## src/rtl/tft_pkg.sv

```systemverilog
// Shared TFT drawing types: arbiter FSM states, default SPI byte width
// and the fixed client slot assignments used by the drawing engines.
package tft_pkg;

    typedef enum logic [1:0] {
        IDLE      = 2'd0,
        WAIT_BUSY = 2'd1,
        HOLD      = 2'd2,
        GAP       = 2'd3
    } state_t;

    localparam int TFT_DATA_W = 8;

    localparam int CLIENT_INIT   = 0;
    localparam int CLIENT_SCENE  = 1;
    localparam int CLIENT_PLAYER = 2;

endpackage

```

## src/rtl/tft_draw_arbiter_if.sv

```systemverilog
// Bus bundle between the drawing clients, the arbiter and tft_spi.
// master: client/SPI side that drives requests and data.
// slave : arbiter side that returns grants and the muxed SPI input.
//
// Handshake: a client holds req high until it is done. The arbiter answers
// with a one-hot enable; the enabled client must raise client_busy within
// BUSY_TIMEOUT cycles and keep it high for the whole transfer. Lowering
// client_busy ends the grant. spi_busy must be low before a new grant.
interface tft_draw_arbiter_if
    import tft_pkg::*;
#(
    parameter int NUM_CLIENTS = 3,
    parameter int DATA_W      = TFT_DATA_W
);
    localparam int ID_W = $clog2(NUM_CLIENTS);

    logic [NUM_CLIENTS-1:0]        req;
    logic [NUM_CLIENTS-1:0]        client_busy;
    logic [NUM_CLIENTS*DATA_W-1:0] client_data;
    logic [NUM_CLIENTS-1:0]        client_dc;
    logic [NUM_CLIENTS-1:0]        client_transmit;
    logic                          spi_busy;
    logic [NUM_CLIENTS-1:0]        enable;
    logic [DATA_W-1:0]             spi_data;
    logic                          spi_dc;
    logic                          spi_transmit;
    logic [ID_W-1:0]               grant_id;
    logic                          active;
    logic                          timeout_err;

    modport master (
        output req, client_busy, client_data, client_dc, client_transmit, spi_busy,
        input  enable, spi_data, spi_dc, spi_transmit, grant_id, active, timeout_err
    );

    modport slave (
        input  req, client_busy, client_data, client_dc, client_transmit, spi_busy,
        output enable, spi_data, spi_dc, spi_transmit, grant_id, active, timeout_err
    );

endinterface

```

## src/rtl/tft_rr_picker.sv

```systemverilog
// Combinational winner selection over a request vector. In fixed mode the
// lowest index wins; in round-robin mode the search starts one past ptr and
// wraps at NUM_CLIENTS-1 -> 0.
module tft_rr_picker #(
    parameter int NUM_CLIENTS = 3,
    parameter int ID_W        = $clog2(NUM_CLIENTS)
) (
    input  logic [NUM_CLIENTS-1:0] req,
    input  logic [ID_W-1:0]        ptr,
    input  logic                   rr_mode,
    output logic [ID_W-1:0]        winner,
    output logic                   valid
);

    logic [ID_W-1:0] idx;
    int              start;

    // Scan from the start position and keep the first requester found.
    always_comb begin
        winner = '0;
        valid  = 1'b0;
        idx    = '0;
        start  = rr_mode ? (int'(ptr) + 1) : 0;
        for (int off = 0; off < NUM_CLIENTS; off++) begin
            idx = ID_W'((start + off) % NUM_CLIENTS);
            if (!valid && req[idx]) begin
                winner = idx;
                valid  = 1'b1;
            end
        end
    end

endmodule

```

## src/rtl/tft_draw_arbiter.sv

```systemverilog
// Shares one tft_spi transmitter among NUM_CLIENTS drawing engines.
// Request-driven one-hot grants, fixed priority or round robin, with a
// timeout that revokes a grant whose client never raises busy.
// Optional macro DRAW_ARB_ONESHOT_EN: client 0 (tft_init) is granted only
// once per reset; a timed-out grant does not count as its one shot.
module tft_draw_arbiter
    import tft_pkg::*;
#(
    parameter int NUM_CLIENTS  = 3,
    parameter int DATA_W       = TFT_DATA_W,
    parameter int ROUND_ROBIN  = 0,
    parameter int BUSY_TIMEOUT = 15
) (
    input  logic                clk,
    input  logic                rst,
    tft_draw_arbiter_if.slave   bus,
    output state_t              state
);

    localparam int ID_W  = $clog2(NUM_CLIENTS);
    localparam int CNT_W = $clog2(BUSY_TIMEOUT + 1);

    state_t                 state_q;
    logic [NUM_CLIENTS-1:0] enable_q;
    logic [ID_W-1:0]        grant_id_q;
    logic                   timeout_q;
    logic [ID_W-1:0]        ptr_q;
    logic [CNT_W-1:0]       cnt_q;
    logic [NUM_CLIENTS-1:0] mask;

    logic [ID_W-1:0]        pick_id;
    logic                   pick_valid;
    logic [NUM_CLIENTS-1:0] pick_onehot;
    logic                   g_busy;

    tft_rr_picker #(
        .NUM_CLIENTS (NUM_CLIENTS),
        .ID_W        (ID_W)
    ) u_picker (
        .req     (bus.req & ~mask),
        .ptr     (ptr_q),
        .rr_mode (ROUND_ROBIN != 0),
        .winner  (pick_id),
        .valid   (pick_valid)
    );

    assign pick_onehot = NUM_CLIENTS'(1) << pick_id;
    // Busy of the granted client only; zero whenever nothing is granted.
    assign g_busy      = |(bus.client_busy & enable_q);

    // Grant FSM: IDLE -> WAIT_BUSY -> HOLD -> GAP -> IDLE, timeout skips HOLD.
    always_ff @(posedge clk) begin
        if (!rst) begin
            state_q    <= IDLE;
            enable_q   <= '0;
            grant_id_q <= '0;
            timeout_q  <= 1'b0;
            ptr_q      <= ID_W'(NUM_CLIENTS - 1);
            cnt_q      <= '0;
        end else begin
            timeout_q <= 1'b0;
            case (state_q)
                IDLE: begin
                    if (!bus.spi_busy && pick_valid) begin
                        enable_q   <= pick_onehot;
                        grant_id_q <= pick_id;
                        cnt_q      <= '0;
                        state_q    <= WAIT_BUSY;
                    end
                end
                WAIT_BUSY: begin
                    if (g_busy) begin
                        state_q <= HOLD;
                    end else if (cnt_q == CNT_W'(BUSY_TIMEOUT - 1)) begin
                        enable_q  <= '0;
                        timeout_q <= 1'b1;
                        state_q   <= GAP;
                    end else begin
                        cnt_q <= cnt_q + CNT_W'(1);
                    end
                end
                HOLD: begin
                    if (!g_busy) begin
                        enable_q <= '0;
                        ptr_q    <= grant_id_q;
                        state_q  <= GAP;
                    end
                end
                GAP: begin
                    state_q <= IDLE;
                end
                default: begin
                    state_q  <= IDLE;
                    enable_q <= '0;
                end
            endcase
        end
    end

`ifdef DRAW_ARB_ONESHOT_EN
    // Retire client 0 after its first normally completed grant.
    always_ff @(posedge clk) begin
        if (!rst) begin
            mask <= '0;
        end else if (state_q == HOLD && !g_busy && enable_q[0]) begin
            mask[0] <= 1'b1;
        end
    end
`else
    assign mask = '0;
`endif

    // Output mux: AND-OR over the one-hot grant, so idle drives all zeros.
    always_comb begin
        bus.spi_data     = '0;
        bus.spi_dc       = 1'b0;
        bus.spi_transmit = 1'b0;
        for (int i = 0; i < NUM_CLIENTS; i++) begin
            if (enable_q[i]) begin
                bus.spi_data     = bus.spi_data | bus.client_data[i*DATA_W +: DATA_W];
                bus.spi_dc       = bus.spi_dc | bus.client_dc[i];
                bus.spi_transmit = bus.spi_transmit | bus.client_transmit[i];
            end
        end
    end

    assign bus.enable      = enable_q;
    assign bus.grant_id    = grant_id_q;
    assign bus.active      = |enable_q;
    assign bus.timeout_err = timeout_q;
    assign state           = state_q;

endmodule

```

## src/flat_wrapper.sv

```systemverilog
// flat-port wrapper written by rule: the top's interface ports become plain ports
module tft_draw_arbiter_flat import tft_pkg::*;
#(
    parameter int NUM_CLIENTS  = 3,
    parameter int DATA_W       = TFT_DATA_W,
    parameter int ROUND_ROBIN  = 0,
    parameter int BUSY_TIMEOUT = 15
)
  (clk, rst, state, bus_req, bus_client_busy, bus_client_data, bus_client_dc, bus_client_transmit, bus_spi_busy, bus_enable, bus_spi_data, bus_spi_dc, bus_spi_transmit, bus_grant_id, bus_active, bus_timeout_err);
  tft_draw_arbiter_if #(.NUM_CLIENTS(NUM_CLIENTS), .DATA_W(DATA_W)) bus_i ();
  input  logic clk;
  input  logic rst;
  output state_t state;
  input wire logic [$bits(bus_i.req)-1:0] bus_req;
  input wire logic [$bits(bus_i.client_busy)-1:0] bus_client_busy;
  input wire logic [$bits(bus_i.client_data)-1:0] bus_client_data;
  input wire logic [$bits(bus_i.client_dc)-1:0] bus_client_dc;
  input wire logic [$bits(bus_i.client_transmit)-1:0] bus_client_transmit;
  input wire logic [$bits(bus_i.spi_busy)-1:0] bus_spi_busy;
  output wire logic [$bits(bus_i.enable)-1:0] bus_enable;
  output wire logic [$bits(bus_i.spi_data)-1:0] bus_spi_data;
  output wire logic [$bits(bus_i.spi_dc)-1:0] bus_spi_dc;
  output wire logic [$bits(bus_i.spi_transmit)-1:0] bus_spi_transmit;
  output wire logic [$bits(bus_i.grant_id)-1:0] bus_grant_id;
  output wire logic [$bits(bus_i.active)-1:0] bus_active;
  output wire logic [$bits(bus_i.timeout_err)-1:0] bus_timeout_err;
  assign bus_i.req = bus_req;
  assign bus_i.client_busy = bus_client_busy;
  assign bus_i.client_data = bus_client_data;
  assign bus_i.client_dc = bus_client_dc;
  assign bus_i.client_transmit = bus_client_transmit;
  assign bus_i.spi_busy = bus_spi_busy;
  assign bus_enable = bus_i.enable;
  assign bus_spi_data = bus_i.spi_data;
  assign bus_spi_dc = bus_i.spi_dc;
  assign bus_spi_transmit = bus_i.spi_transmit;
  assign bus_grant_id = bus_i.grant_id;
  assign bus_active = bus_i.active;
  assign bus_timeout_err = bus_i.timeout_err;
  tft_draw_arbiter #(.NUM_CLIENTS(NUM_CLIENTS), .DATA_W(DATA_W), .ROUND_ROBIN(ROUND_ROBIN), .BUSY_TIMEOUT(BUSY_TIMEOUT)) u_core (.clk(clk), .rst(rst), .bus(bus_i), .state(state));
endmodule
```

## config.mk

```make
export PLATFORM = sky130hd
export DESIGN_NAME = tft_draw_arbiter_flat
export DESIGN_NICKNAME = d
export VERILOG_FILES = /design/src/rtl/tft_pkg.sv /design/src/rtl/tft_draw_arbiter_if.sv /design/src/rtl/tft_rr_picker.sv /design/src/rtl/tft_draw_arbiter.sv /design/src/flat_wrapper.sv
export SDC_FILE = /design/constraint.sdc
export NUM_CORES = 1
export LEC_CHECK = 0
export ABC_AREA = 1
export CORE_MARGIN = 2
export CORE_UTILIZATION = 25
export DETAILED_ROUTE_END_ITERATION = 8
export PLACE_DENSITY_LB_ADDON = 0.15
export SLEW_MARGIN = 30
export SYNTH_ARGS = -nofsm -noshare
export SYNTH_HDL_FRONTEND = slang
export SYNTH_SLANG_ARGS = --single-unit
```

## constraint.sdc

```tcl
create_clock -name clk -period 1.6 [get_ports clk]
set_clock_uncertainty 0.15 [all_clocks]
set_input_delay 0.16 -clock clk [delete_from_list [all_inputs] [get_ports clk]]
set_output_delay 0.16 -clock clk [all_outputs]
set_load 0.005 [all_outputs]
```

==> impl_metrics.ini <==
[final_layout]
drive_gt1_share_pct = 20.4
final_area_um2 = 1740
n_fill_cell = 419
fin_nets = 271
area_growth_pct = 75.9
num_antenna_cells = 0
post-route-util_pct = 46.5

[grt]
grtUsageMet1_pct = 15.0
gr-usage-all-layers_pct = 12.9
grt_antenna_before_repair = 0
met2_usage_pct = 23.3
first_global_vias = 1088
grt_max_degree = 15
met3_usage_pct = 3.55
busiest_layer = met2
grt_overflow = 0
grt_pass1_wl_um = 4480

[timing]
rsz0062_at_grt = no
max_slew_margin_pct = 86.3
period_minus_slack_ns = 1.52
max_freq_ghz = 0.656
fin_crit_sh_pct = 95.3
tightest_slew_ns = 0.204
slew_violations = 0
setup_viol = 0
hold_violations = 0

[synth]
synth_edf_count = 0
yosysWarnings = 0
synth.area.top_cells = dfxtp_1 (24%), nand2_1 (19%), nand3_1 (10%)
synth_ff_type = dfxtp_1
syn_inst = 159
post-synth-top-count-cell = nand2_1
yosysTopAreaCellShare_pct = 24.3
synth_common_cells = nand2_1 (50), nand3_1 (20), nor2_1 (17), dfxtp_1 (12), inv_1 (11)
netlist_area_um2 = 988
async_flop_share_pct = 0
yosysUniqueCellTypes = 21
avgSynthCellArea_um2 = 6.22
ys_ff_latch = 12
yosys.area.top_type = dfxtp_1
syn-num-nets = 203
seq_area_frac_synth_pct = 24.3

[die]
die_h_um = 66.9
rows = 22
initial_core_util_pct = 26.4
die_w_um = 66.9
die_area_um2 = 4470
ios = 58
core-area_um2 = 3740

[clock_tree]
tritoncts = yes
clock_latency_ns = 0.24
clkTransAtPathRegs_ns = 0.06
clockBufferDepth = 2
cts-root-buf = clkbuf_8
cts_buffers = 3
cts_num_sinks = 12
htreeDepth = 1

[critical_path]
end_kind = output pin
crit_path_max_fanout = 8
cp.required_ns = 1.29
startpoint_type = register
crit_arrival_ns = 1.21
critical_path_class = register to output pin

[drt]
totalWireLength_um = 2870
dr.pass1.iters = 4
vias = 1168
drc = 0
wl_per_cell_um = 10.5
viasPerCell = 4.26
antenna_left = 0
drtIter0Drc = 35

[hold_path]
worstHoldPathType = register to register

[place]
dp_hpwl_um = 2420
place.gp.congestion = 0.740
placed_cell_area_um2 = 1660
port-buffer-count = 57

[run]
maxCapViolCount = 0

[power]
p_per_area_nw_per_um2 = 1250
vdd_drop_max_uv = 583
leakage_uw = 0.000811

[outcome]
outcome = completed
cells in the final DEF, fill, tap and decap left out:
master,n
a21oi_1,4
a21oi_2,2
buf_4,8
buf_6,2
clkbuf_8,4
clkdlybuf4s15_1,1
clkdlybuf4s50_1,46
dfxtp_1,7
dfxtp_2,3
dfxtp_4,2
dlygate4sd2_1,10
ha_1,4
ha_2,1
inv_1,11
inv_2,6
nand2_1,50
nand2_2,10
nand2_4,1
nand3_1,20
nand3_2,4
nand3_4,1
nand4_1,4
nor2_1,17
nor2_4,2
nor3_1,1
o21ai_0,3
or3_1,1
xor2_1,1
metal layers:
| metal | part of all wire, % | vias up | wire length [µm] |
|---|---|---|---|
| met4 | 0.91 | 0 | 26 |
| li1 | - | 641 | - |
| met2 | 49 | 27 | 1400 |
| met1 | 44 | 498 | 1270 |
| met5 | 0 | - | 0 |
| met3 | 6.1 | 2 | 174 |
logic make-up after synthesis:
logic type      Yosys count  synth area share [%]
buf+inv                  21                  8.35
simple gates            111                  54.8
fa+ha+maj                 5                  6.33
flops                    12                  24.3
xor+xnor                  1                 0.886
compound gates            9                  5.32
repair_timing:
action | CTS | global route
buffers inserted | 0 | 2
pin swaps | 0 | 0
setup endpoints to repair | 18 | 8
hold buffers | 0 | 0
gates resized for setup | 18 | 4
registers in the layout, indices dropped and copies added, names as in the netlist:
| register | cells |
|---|---|
| u_core.cnt_q | 4 |
| u_core.bus.timeout_err | 1 |
| u_core.bus.grant_id | 2 |
| u_core.bus.enable | 3 |
| u_core.state | 2 |
report_power, final:
group | switching [µW] | total [µW] | internal (µW)
clock | 119 | 337 | 218
sequential | 85.6 | 473 | 387
combinational | 678 | 1360 | 687
path summary, 6_finish.rpt:
check        cells after the start                      endpoint                               from  slack (ns)
max                              2                 bus_enable[1]  u_core.bus.enable[1]$_SDFFE_PN0P_        0.08
min reg2reg                      2  u_core.state[0]$_SDFFE_PN0P_       u_core.state[0]$_SDFFE_PN0P_        0.34
min                              2  u_core.state[0]$_SDFFE_PN0P_       u_core.state[0]$_SDFFE_PN0P_        0.34
max reg2reg                      7  u_core.cnt_q[2]$_SDFFE_PN0P_       u_core.state[1]$_SDFFE_PN0P_        0.13
area by class of cell:
type	count	area (µm²)	area share [%]
repair buffers	67	641	36.8
inverters	17	63.8	3.67
clock buffers	4	55.1	3.17
flip-flops and latches	12	251	14.5
multi-input cells	126	668	38.4
well taps	48	60.1	3.45
critical path, cell delays in order (launching register included):
cell	delay, ns
dfxtp_2	0.34
buf_6	0.12
clkdlybuf4s50_1	0.50
stage by stage:
stage / setup slack (ns) / std cells / hold WS [ns] / TNS, ns / power (µW)
floorplan: 0.127 / 159 / 0.173 / 0 / 1290
global placement: -0.0201 / 268 / 0.369 / -0.115 / 1900
detailed placement: -0.0330 / 268 / 0.361 / -0.189 / 1900
CTS: 0.00973 / 272 / 0.368 / 0 / 2190
global route: 0.00281 / 274 / 0.374 / 0 / 2410
finish: 0.0759 / 274 / 0.344 / 0 / 2170
Power figures use the tool's default switching activity.
